`config.mk`:
```
export PLATFORM = sky130hd
export DESIGN_NAME = instr_fetch_flat
export DESIGN_NICKNAME = d
export VERILOG_FILES = /design/src/rtl/instr_fetch_pkg.sv /design/src/rtl/instr_fetch_if.sv /design/src/rtl/instr_fetch.sv /design/src/flat_wrapper.sv
export SDC_FILE = /design/constraint.sdc
export NUM_CORES = 1
export LEC_CHECK = 0
export CAP_MARGIN = 10
export CORE_UTILIZATION = 35
export CTS_CLUSTER_SIZE = 30
export DETAILED_ROUTE_END_ITERATION = 6
export HOLD_SLACK_MARGIN = 0.15
export PLACE_DENSITY_LB_ADDON = 0.15
export SYNTH_ARGS = -nofsm -noshare
export SYNTH_HDL_FRONTEND = slang
export SYNTH_SLANG_ARGS = --single-unit
```
`constraint.sdc`:
```
create_clock -name clk -period 3.1 [get_ports clk]
set_input_delay 0.31 -clock clk [delete_from_list [all_inputs] [get_ports clk]]
set_output_delay 0.31 -clock clk [all_outputs]
set_load 0.02 [all_outputs]
```
`src/rtl/instr_fetch_pkg.sv`:
```
// Shared fetch/decode definitions: opcodes,
// instruction field layout and fetch FSM encoding.
package instr_fetch_pkg;

    localparam int OP_W    = 3;
    localparam int OPR_W   = 2;
    localparam int INSTR_W = OP_W + 2 * OPR_W;

    localparam int OPR2_LSB = 0;
    localparam int OPR1_LSB = OPR_W;
    localparam int OP_LSB   = 2 * OPR_W;

    localparam logic [OP_W-1:0] OP_NOOP  = 3'b000;
    localparam logic [OP_W-1:0] OP_SET   = 3'b001;
    localparam logic [OP_W-1:0] OP_INC   = 3'b010;
    localparam logic [OP_W-1:0] OP_DEC   = 3'b011;
    localparam logic [OP_W-1:0] OP_LOAD  = 3'b100;
    localparam logic [OP_W-1:0] OP_STORE = 3'b101;
    localparam logic [OP_W-1:0] OP_ADD   = 3'b110;
    localparam logic [OP_W-1:0] OP_COPY  = 3'b111;

    typedef enum logic [2:0] {
        S_IDLE  = 3'd0,
        S_FETCH = 3'd1,
        S_LATCH = 3'd2,
        S_ISSUE = 3'd3,
        S_DONE  = 3'd4
    } state_e;

endpackage

```
`src/rtl/instr_fetch_if.sv`:
```
// Fetch unit bus: run control, program ROM port
// and decoded instruction fields.
interface instr_fetch_if #(
    parameter int SIZE   = 4,
    parameter int ADDR_W = 4
);
    logic              start;
    logic [ADDR_W:0]   prog_len;
    logic              stall;
    logic [2*SIZE-2:0] rom_data;
    logic              rom_en;
    logic [ADDR_W-1:0] rom_addr;
    logic [SIZE-2:0]   op_code;
    logic [SIZE-3:0]   Opr1;
    logic [SIZE-3:0]   Opr2;
    logic              instr_valid;
    logic              busy;
    logic              done;

    modport master (
        input  start, prog_len, stall, rom_data,
        output rom_en, rom_addr, op_code,
        output Opr1, Opr2, instr_valid,
        output busy, done
    );

    modport slave (
        output start, prog_len, stall, rom_data,
        input  rom_en, rom_addr, op_code,
        input  Opr1, Opr2, instr_valid,
        input  busy, done
    );
endinterface

```
`src/rtl/instr_fetch.sv`:
```
// Instruction fetch unit: PC, instruction register
// and FETCH/LATCH/ISSUE sequencer over a sync ROM.
module instr_fetch
    import instr_fetch_pkg::*;
#(
    parameter int SIZE   = 4,
    parameter int ADDR_W = 4
) (
    input  logic      clk,
    input  logic      rst_n,
    instr_fetch_if.master bus
);

    localparam int IW = 2 * SIZE - 1;

    state_e            state;
    logic [ADDR_W-1:0] pc;
    logic [ADDR_W-1:0] last;
    logic [IW-1:0]     ir;
    logic              rom_en_q;
    logic              valid_q;
    logic              busy_q;
    logic              done_q;

    always_ff @(posedge clk or negedge rst_n) begin
        if (!rst_n) begin
            state    <= S_IDLE;
            pc       <= '0;
            last     <= '0;
            ir       <= '0;
            rom_en_q <= 1'b0;
            valid_q  <= 1'b0;
            busy_q   <= 1'b0;
            done_q   <= 1'b0;
        end else begin
            unique case (state)
                S_IDLE, S_DONE: begin
                    if (bus.start) begin
                        pc   <= '0;
                        last <= bus.prog_len[ADDR_W-1:0]
                              - ADDR_W'(1);
                        if (bus.prog_len != '0) begin
                            state    <= S_FETCH;
                            rom_en_q <= 1'b1;
                            busy_q   <= 1'b1;
                            done_q   <= 1'b0;
                        end else begin
                            state  <= S_DONE;
                            done_q <= 1'b1;
                        end
                    end
                end
                S_FETCH: begin
                    state    <= S_LATCH;
                    rom_en_q <= 1'b0;
                end
                S_LATCH: begin
                    ir      <= bus.rom_data;
                    valid_q <= 1'b1;
                    state   <= S_ISSUE;
                end
                S_ISSUE: begin
                    if (!bus.stall) begin
                        valid_q <= 1'b0;
                        // last is prog_len-1, so a full ROM ends at the top address
                        if (pc == last) begin
                            state  <= S_DONE;
                            busy_q <= 1'b0;
                            done_q <= 1'b1;
                        end else begin
                            pc       <= pc + ADDR_W'(1);
                            rom_en_q <= 1'b1;
                            state    <= S_FETCH;
                        end
                    end
                end
                default: state <= S_IDLE;
            endcase
        end
    end

    // Fields read as NOOP/zero whenever nothing is issued
    assign bus.op_code = valid_q
        ? ir[OP_LSB +: SIZE-1] : '0;
    assign bus.Opr1 = valid_q
        ? ir[OPR1_LSB +: SIZE-2] : '0;
    assign bus.Opr2 = valid_q
        ? ir[OPR2_LSB +: SIZE-2] : '0;

    assign bus.instr_valid = valid_q;
    assign bus.rom_en      = rom_en_q;
    assign bus.rom_addr    = pc;
    assign bus.busy        = busy_q;
    assign bus.done        = done_q;

endmodule

```
`src/flat_wrapper.sv`:
```
// flat-port wrapper written by rule: the top's interface ports become plain ports
module instr_fetch_flat import instr_fetch_pkg::*;
#(
    parameter int SIZE   = 4,
    parameter int ADDR_W = 4
)
  (clk, rst_n, bus_start, bus_prog_len, bus_stall, bus_rom_data, bus_rom_en, bus_rom_addr, bus_op_code, bus_Opr1, bus_Opr2, bus_instr_valid, bus_busy, bus_done);
  instr_fetch_if #(.SIZE(SIZE), .ADDR_W(ADDR_W)) bus_i ();
  input  logic clk;
  input  logic rst_n;
  input wire logic [$bits(bus_i.start)-1:0] bus_start;
  input wire logic [$bits(bus_i.prog_len)-1:0] bus_prog_len;
  input wire logic [$bits(bus_i.stall)-1:0] bus_stall;
  input wire logic [$bits(bus_i.rom_data)-1:0] bus_rom_data;
  output wire logic [$bits(bus_i.rom_en)-1:0] bus_rom_en;
  output wire logic [$bits(bus_i.rom_addr)-1:0] bus_rom_addr;
  output wire logic [$bits(bus_i.op_code)-1:0] bus_op_code;
  output wire logic [$bits(bus_i.Opr1)-1:0] bus_Opr1;
  output wire logic [$bits(bus_i.Opr2)-1:0] bus_Opr2;
  output wire logic [$bits(bus_i.instr_valid)-1:0] bus_instr_valid;
  output wire logic [$bits(bus_i.busy)-1:0] bus_busy;
  output wire logic [$bits(bus_i.done)-1:0] bus_done;
  assign bus_i.start = bus_start;
  assign bus_i.prog_len = bus_prog_len;
  assign bus_i.stall = bus_stall;
  assign bus_i.rom_data = bus_rom_data;
  assign bus_rom_en = bus_i.rom_en;
  assign bus_rom_addr = bus_i.rom_addr;
  assign bus_op_code = bus_i.op_code;
  assign bus_Opr1 = bus_i.Opr1;
  assign bus_Opr2 = bus_i.Opr2;
  assign bus_instr_valid = bus_i.instr_valid;
  assign bus_busy = bus_i.busy;
  assign bus_done = bus_i.done;
  instr_fetch #(.SIZE(SIZE), .ADDR_W(ADDR_W)) u_core (.clk(clk), .rst_n(rst_n), .bus(bus_i));
endmodule
```
### Word level (Yosys, flattened, before mapping)

Cells that the tools add are included.

* logic and storage cells: 60
* flip-flop bits (word level): 22

* equal/unequal tests: 10
* reduce and logical (&&, ||, !) cells: 13
* multiplexer cells: 27
* add/sub/neg operators: 2

Operator list (number)
* $mux W3: 5
* $mux W4: 3
* $pmux W3 S4: 1
* $mux W1: 11
* $reduce_and A5 Y1: 2
* $pmux W4 S2: 1
* $reduce_and A4 Y1: 2
* $eq A3 B2 Y1 const B: 2
* $ne A2 B2 Y1 const B: 3
* $pmux W1 S2: 3
* $reduce_and A2 Y1: 3
* $reduce_bool A5 Y1: 1
* $add A4 B1 Y4 const B: 1
* $eq A4 B4 Y1: 1
* $mux W2: 2
* $ne A2 B1 Y1 const B: 2
* $reduce_bool A2 Y1: 2
* $sub A4 B1 Y4 const B: 1
* $eq A3 B1 Y1 const B: 1
* $eq A3 B3 Y1 const B: 1
* $logic_not A3 Y1: 1
* $pmux W1 S3: 1
* $reduce_bool A3 Y1: 1
* $reduce_or A2 Y1: 1

### Logic depth before layout (Yosys ltp)

Gate-level depths: netlist of the first run.

* depth in word-level cells: 4
* depth in mapped cells: 6
* depth with buffers taken out: 6

### Least setup slack after synthesis of the first run

Ideal clock, no wire load.

* path kind: reg2reg
* start point: reg u_core.pc[2] (netlist: u_core.bus.rom_addr[2])
* end point: reg u_core.pc[3] (netlist: u_core.bus.rom_addr[3])
* data arrival time: 1.420 ns
* path buffers: 0
* period minus slack after synthesis: 1.516 ns
* library setup time: 0.096 ns
* cell stages (with the launch flop): 5
* path slack: 1.584 ns
* cell sequence: dfrtp_1 -> xor2_2 -> o41ai_4 -> o211ai_1 -> o31ai_1

* word-level cells in the longest chain between the ends: 4
* elaborated cells between the ends (all ways): 7

RTL lines
* from (decl): RTL line instr_fetch.sv:17 `logic [ADDR_W-1:0] pc;`
* from (signal assigned): RTL line instr_fetch.sv:71 `pc <= pc + ADDR_W'(1);`
* $add A4 B1 Y4: RTL line instr_fetch.sv:71
* $mux W4: RTL line instr_fetch.sv:66 `if (pc == last) begin`
* $mux W4: RTL line instr_fetch.sv:63 `if (!bus.stall) begin`
* $pmux W4 S2: RTL line instr_fetch.sv:36 `unique case (state)`

Several ways; a longest one is shown, not always the timed one. The select of a mux whose other input is x is not followed.
A chain may end at the register's enable or synchronous reset.

### Worst setup path in the final report of the first run

* start point: reg u_core.valid_q (netlist: u_core.bus.instr_valid)
* end point: out bus_Opr1[0]

* word-level cells in the longest chain between the ends: 1

RTL lines
* from (decl): RTL line instr_fetch.sv:21 `logic valid_q;`
* from (signal assigned): RTL line instr_fetch.sv:32 `valid_q <= 1'b0;`
* from (signal assigned): RTL line instr_fetch.sv:59 `valid_q <= 1'b1;`
* from (signal assigned): RTL line instr_fetch.sv:64 `valid_q <= 1'b0;`
* $mux W2: RTL line instr_fetch.sv:86 `? ir[OPR1_LSB +: SIZE-2] : '0;`
* to (decl): RTL line flat_wrapper.sv:18 `output wire logic [$bits(bus_i.Opr1)-1:0] bus_Opr1;`

No other way between the ends.

==> results_dict.tcl, run 1 <==
set metrics [dict create \
    fillers 296 \
    peakVddDrop_v 0.000380 \
    synth_area_leaders "dfrtp_1, mux2_2, and2_1" \
    syn_avg_cell_area_um2 11.1 \
    total_power_mw 1.38 \
    num_antenna_cells 0 \
    hpwlAfterDp_mm 1.52 \
    post_cts_buffers 0 \
    startpoint "u_core.bus.instr_valid$_DFFE_PN0P_" \
    status "complete, but fails checks" \
    clk_latency_ns 0.30 \
    port_buffers 30 \
    drv_cap 0 \
    reg2reg_to "u_core.bus.busy$_DFFE_PN0P_" \
    grt_pass1_vias 767 \
    r2r-start "u_core.bus.rom_addr[2]$_DFFE_PN0P_" \
    wl_per_cell_um 12.8 \
    core_area_um2 2850 \
    grt_usage_pct 13.4 \
    start_kind "register" \
    syn_area_um2 1090 \
    cts_sinks 22 \
    area_growth_pct 32.2 \
    r2r_slack_ns 1.51 \
    finClkSkew_ns 0.00130 \
    period_share_pct 58.8 \
    period_needed_ns 1.82 \
    wl_met1_um 950 \
    netlist_instances 98 \
    cts_tree "done" \
    grt_max_degree 23 \
    cts.clk_slew.worst_paths_ns 0.12 \
    die_h_um 57.8 \
    drive_above_1_share_pct 10.9 \
    yosysSeqAreaShare_pct 50.5 \
    final_common_cell "clkdlybuf4s50_1" \
    drtIter0Drc 16 \
    rsz0062_at_grt "no" \
    max_freq_ghz 0.548 \
    maxSlewHeadroom_pct 32.3 \
    cts-resized-gates 0 \
    violations "DRC" \
    p_leak_nw 0.618 \
    ctsHoldBuffers 0 \
    worstMarginPinSlew_ns 1.01 \
    yosys_warnings 0 \
    cts_buffer_depth 2 \
    firstDrtPassIters 7 \
    endpoint_kind "primary output" \
    arrival_ns 1.51 \
    fp.dieW_um 57.8 \
    die-area_um2 3340 \
    wl_mm 2.04 \
    setup_tns_ns 0 \
    critical_path_required_ns 2.79 \
    ant_nets 0 \
    antenna_found_initial 0 \
    synth.distinct_cells 30 \
    htree_levels 1 \
    slew_violations 0 \
    r2r_cells 4 \
    yosysTopAreaCell "dfrtp_1" \
    grt_overflow 0 \
    vias_per_cell 5.10 \
    drc 3 \
    netlist.area_leader.share_pct 50.5 \
    vias 816 \
    met3_length_um 122 \
    final_hold_viol_count 0 \
    cts_buffers 3 \
    syn_nets 117 \
    highest_layer "met4" \
    synth-seq-cells 22 \
    initial_core_util_pct 38.2 \
    root_buffer "clkbuf_4" \
    wl_met2_um 951 \
    power.density_nw_per_um2 958 \
    worstPathMaxFanout 9 \
    io_pins 31 \
    rows 19 \
    worstHoldPathType "register to register" \
    worstSetupPathType "register to primary output" \
    fin_nets 150 \
    globalplace.congestion 0.700 \
    cp-endpoint "bus_Opr1[0]" \
    finalSetupViolCount 0 \
    grt_pass1_wl_mm 3.35 \
    layout_common_cells "clkdlybuf4s50_1, dfrtp_1, o21ai_0" \
]
[cells in the mapped netlist]
master,count
nor4b_1,1
xor2_1,3
nand3_1,3
o31ai_1,3
mux2i_1,1
xor2_2,1
a211oi_1,1
dfrtp_1,22
o21ai_0,8
a21o_1,1
mux2_2,7
o211ai_1,3
nand2_1,7
and2_1,7
buf_2,2
o41ai_4,1
nor2b_1,1
inv_1,6
nor3b_1,1
and4bb_2,1
nor3_1,3
a31oi_1,1
nand2b_1,1
nor2_1,4
ha_1,3
and3b_1,1
xnor2_1,2
nor4_1,1
nor2_2,1
o311a_1,1
[flip-flops by register name, indices dropped and copies added, names as in the netlist]
name,cells
u_core.bus.instr_valid,1
u_core.state,3
u_core.bus.done,1
u_core.bus.rom_addr,4
u_core.bus.busy,1
u_core.last,4
u_core.bus.rom_en,1
u_core.ir,7
[per-stage QoR]
step                      instances  worst slack, ns  hold slack (ns)  util (%)  cell area (um2)
after floorplan                  98             1.58           0.0144         -             1090
after CTS                       160             1.25            0.506      50.6             1440
after detailed placement        157             1.19            0.465      49.8             1420
final                           160             1.28            0.497      50.6             1440
after global placement          157             1.23            0.469      49.8             1420
after global routing            160             1.16            0.537      50.6             1440
[report_power, final]
group	internal (mW)	total [mW]	switching, mW
sequential	0.418	0.542	0.124
combinational	0.364	0.709	0.345
clock	0.0453	0.130	0.0845
[cells by family (layout without fill, tap and decap cells)]
family	after synthesis	count (layout)	share of synthesized area (%)
and+or+nand+nor	32	32	16.3
DFF	22	22	50.5
AOI/OAI and AO/OA	19	19	13.2
muxes	8	8	8.14
buffers and inverters	8	39	2.98
xor gates and xnor gates	6	6	5.51
adders and majority gates	3	3	3.44
[worst min path at each step]
stage / depth (start not counted) / end / startpoint / slack, ns
after floorplan: 0 / u_core.bus.busy$_DFFE_PN0P_ / rst_n / 0.01
after global placement: 1 / u_core.bus.busy$_DFFE_PN0P_ / u_core.bus.busy$_DFFE_PN0P_ / 0.47
after detailed placement: 1 / u_core.bus.busy$_DFFE_PN0P_ / u_core.bus.busy$_DFFE_PN0P_ / 0.47
after CTS: 1 / u_core.bus.busy$_DFFE_PN0P_ / u_core.bus.busy$_DFFE_PN0P_ / 0.51
after global routing: 2 / u_core.last[3]$_DFFE_PN0P_ / u_core.last[3]$_DFFE_PN0P_ / 0.54
final: 1 / u_core.bus.busy$_DFFE_PN0P_ / u_core.bus.busy$_DFFE_PN0P_ / 0.50
[worst max-delay path, stage by stage, from the launching register on]
cell and delay [ns]:
dfrtp_1 0.46, and2_1 0.15, clkdlybuf4s50_1 0.60
[per-layer routing]
| metal | vias up | global-route usage [%] |
|---|---|---|
| met4 | 0 | 6.12 |
| li1 | 412 | - |
| met3 | 2 | 2.68 |
| met2 | 24 | 22.3 |
| met1 | 378 | 16.7 |
| met5 | - | 0 |
[area by class of cell]
class | count | area (um2) | share of cell area, %
Sequential cell | 22 | 551 | 38.2
Timing Repair Buffer | 30 | 300 | 20.8
Inverter | 6 | 22.5 | 1.56
Multi-Input combinational cell | 68 | 508 | 35.2
Tap cell | 31 | 38.8 | 2.69
Clock buffer | 3 | 22.5 | 1.56
No activity file was read; power rests on OpenSTA's default activity.
==> inputs of run 2 (changes only) <==
==> constraint.sdc (replaced) <==
create_clock -name clk -period 1.7 [get_ports clk]
set_input_delay 0.17 -clock clk [delete_from_list [all_inputs] [get_ports clk]]
set_output_delay 0.17 -clock clk [all_outputs]
set_load 0.02 [all_outputs]
==> results_dict.tcl, run 2 (synthesized netlist as in run 1, its figures left out) <==
set metrics [dict create \
    status "complete, but fails checks" \
    violations "DRC" \
    io_pins 31 \
    globalplace.congestion 0.698 \
    wl_mm 2.21 \
    drive_above_1_share_pct 16.9 \
    path_depth 1 \
    power.density_nw_per_um2 1770 \
    grt_pass1_vias 858 \
    initial_core_util_pct 38.2 \
    num_antenna_cells 0 \
    p_sw_share_pct 38.7 \
    ant_nets 0 \
    regArea_um2 552 \
    grt_overflow 0 \
    p_comb_share_pct 48.9 \
    power.internal_mw 1.67 \
    antenna_found_initial 0 \
    endpoint_kind "primary output" \
    grt_pass1_wl_mm 3.66 \
    drc 3 \
    period_share_pct 94.4 \
    critPathTopFamily "buffers and inverters" \
    r2r-start "u_core.bus.rom_addr[0]$_DFFE_PN0P_" \
    top_register "u_core.ir" \
    r2r_slack_ns 0.14 \
    die_h_um 57.8 \
    cts_buffer_depth 2 \
    cts_buffers 3 \
    worstPathMaxFanout 5 \
    worst-path-buf-inv 1 \
    worstMarginPinSlew_ns 0.418 \
    finalSetupViolCount 0 \
    root_buffer "clkbuf_4" \
    core_area_um2 2850 \
    slew_violations 0 \
    largest_register_ff_count 7 \
    worstSetupPathType "register to primary output" \
    fp.dieW_um 57.8 \
    port_buffers 30 \
    arrival_ns 1.43 \
    firstDrtPassIters 6 \
    wl_per_cell_um 13.3 \
    place_ws_ns -0.174 \
    final_hold_viol_count 0 \
    drv_cap 0 \
    fillers 269 \
    htree_levels 1 \
    worst_path_largest_cell_delay_ns 0.64 \
    vias 860 \
    worstHoldPathType "input port to async pin" \
    period_needed_ns 1.60 \
    peakVddDrop_v 0.000761 \
    fin_nets 156 \
    finClkSkew_ns 0.00522 \
    ctsHoldBuffers 0 \
    vias_per_cell 5.15 \
    rows 19 \
    cp_cell_sequence "clkdlybuf4s50_1" \
    p_leak_nw 0.756 \
    reg2reg_to "u_core.bus.rom_addr[3]$_DFFE_PN0P_" \
    timing.final.ws_setup_ns 0.0958 \
    critical_path_required_ns 1.53 \
    startpoint "u_core.bus.rom_addr[2]$_DFFE_PN0P_" \
    seqPwrFrac_pct 36.3 \
    cp-endpoint "bus_rom_addr[2]" \
    hpwlAfterDp_mm 1.59 \
    grt_max_degree 23 \
    r2r_cells 5 \
    area_growth_pct 41.4 \
    cts.clk_slew.worst_paths_ns 0.13 \
    cpMaxStageDelayCell "clkdlybuf4s50_1" \
    multiInputGateArea_um2 514 \
    start_kind "register" \
    utilization_pct 54.1 \
    cts_tree "done" \
    grt_usage_pct 14.3 \
    p_switching_mw 1.06 \
    drtIter0Drc 18 \
    layout_common_cells "clkdlybuf4s50_1, dfrtp_1, o21ai_0" \
    rsz0062_at_grt "no" \
    power_frac_clock_pct 14.8 \
    final_common_cell "clkdlybuf4s50_1" \
    die-area_um2 3340 \
    cts_sinks 22 \
    clk_latency_ns 0.31 \
    max_freq_ghz 0.623 \
    maxSlewHeadroom_pct 72.1 \
    total_power_mw 2.73 \
]
run 2: cell types whose count changed in the layout (fill, tap and decap cells not counted), sizes merged:
cell	delta
buf	+6
bufinv	+1
clkdlybuf4s50	-7
dlymetal6s2s	+7
run 2: area by class of cell:
class / count / share of cell area [%]
Clock inverter: 1 / 1.95
Tap cell: 31 / 2.51
Timing Repair Buffer: 36 / 23.5
Inverter: 6 / 1.46
Sequential cell: 22 / 35.8
Clock buffer: 3 / 1.46
Multi-Input combinational cell: 68 / 33.3
run 2: worst min-delay path by stage:
stage | startpoint | endpoint | depth (start not counted)
finish | rst_n | u_core.ir[0]$_DFFE_PN0N_ | 2
floorplan | rst_n | u_core.bus.busy$_DFFE_PN0P_ | 0
detailed placement | u_core.bus.busy$_DFFE_PN0P_ | u_core.bus.busy$_DFFE_PN0P_ | 1
global route | rst_n | u_core.ir[4]$_DFFE_PN0N_ | 2
CTS | rst_n | u_core.ir[0]$_DFFE_PN0N_ | 2
global placement | u_core.bus.busy$_DFFE_PN0P_ | u_core.bus.busy$_DFFE_PN0P_ | 1
run 2: what timing repair did:
| item | 4_1_cts | 5_1_grt |
|---|---|---|
| pin swaps | 0 | 1 |
| buffers inserted | 0 | 1 |
| endpoints found under the setup margin | 7 | 11 |
| gates resized for setup | 1 | 8 |
run 2: per-layer routing:
metal | track usage, % | share of wire [%] | up-vias
li1 | - | - | 421
met1 | 16.8 | 42 | 410
met2 | 26.4 | 51 | 27
met3 | 2.01 | 6.2 | 2
met4 | 5.10 | 0.72 | 0
met5 | 0 | 0 | -
run 2: stage by stage:
step	cells	instance area [um2]	hold WS, ns	TNS (ns)
2_1_floorplan	98	1090	-0.126	0
3_3_place_gp	162	1460	0.469	-0.0518
3_5_place_dp	162	1460	0.465	-0.195
4_1_cts	166	1510	0.199	0
5_1_grt	167	1540	0.215	0
6_report	167	1540	0.196	0
run 2: power groups by stage:
stage / Combinational, mW / Clock [mW] / Sequential [mW]
detailed placement: 1.33 / 0 / 1.00
floorplan: 0.783 / 0 / 1.02
CTS: 1.34 / 0.417 / 0.994
finish: 1.34 / 0.404 / 0.991
global placement: 1.30 / 0 / 0.991
global route: 1.46 / 0.443 / 1.03
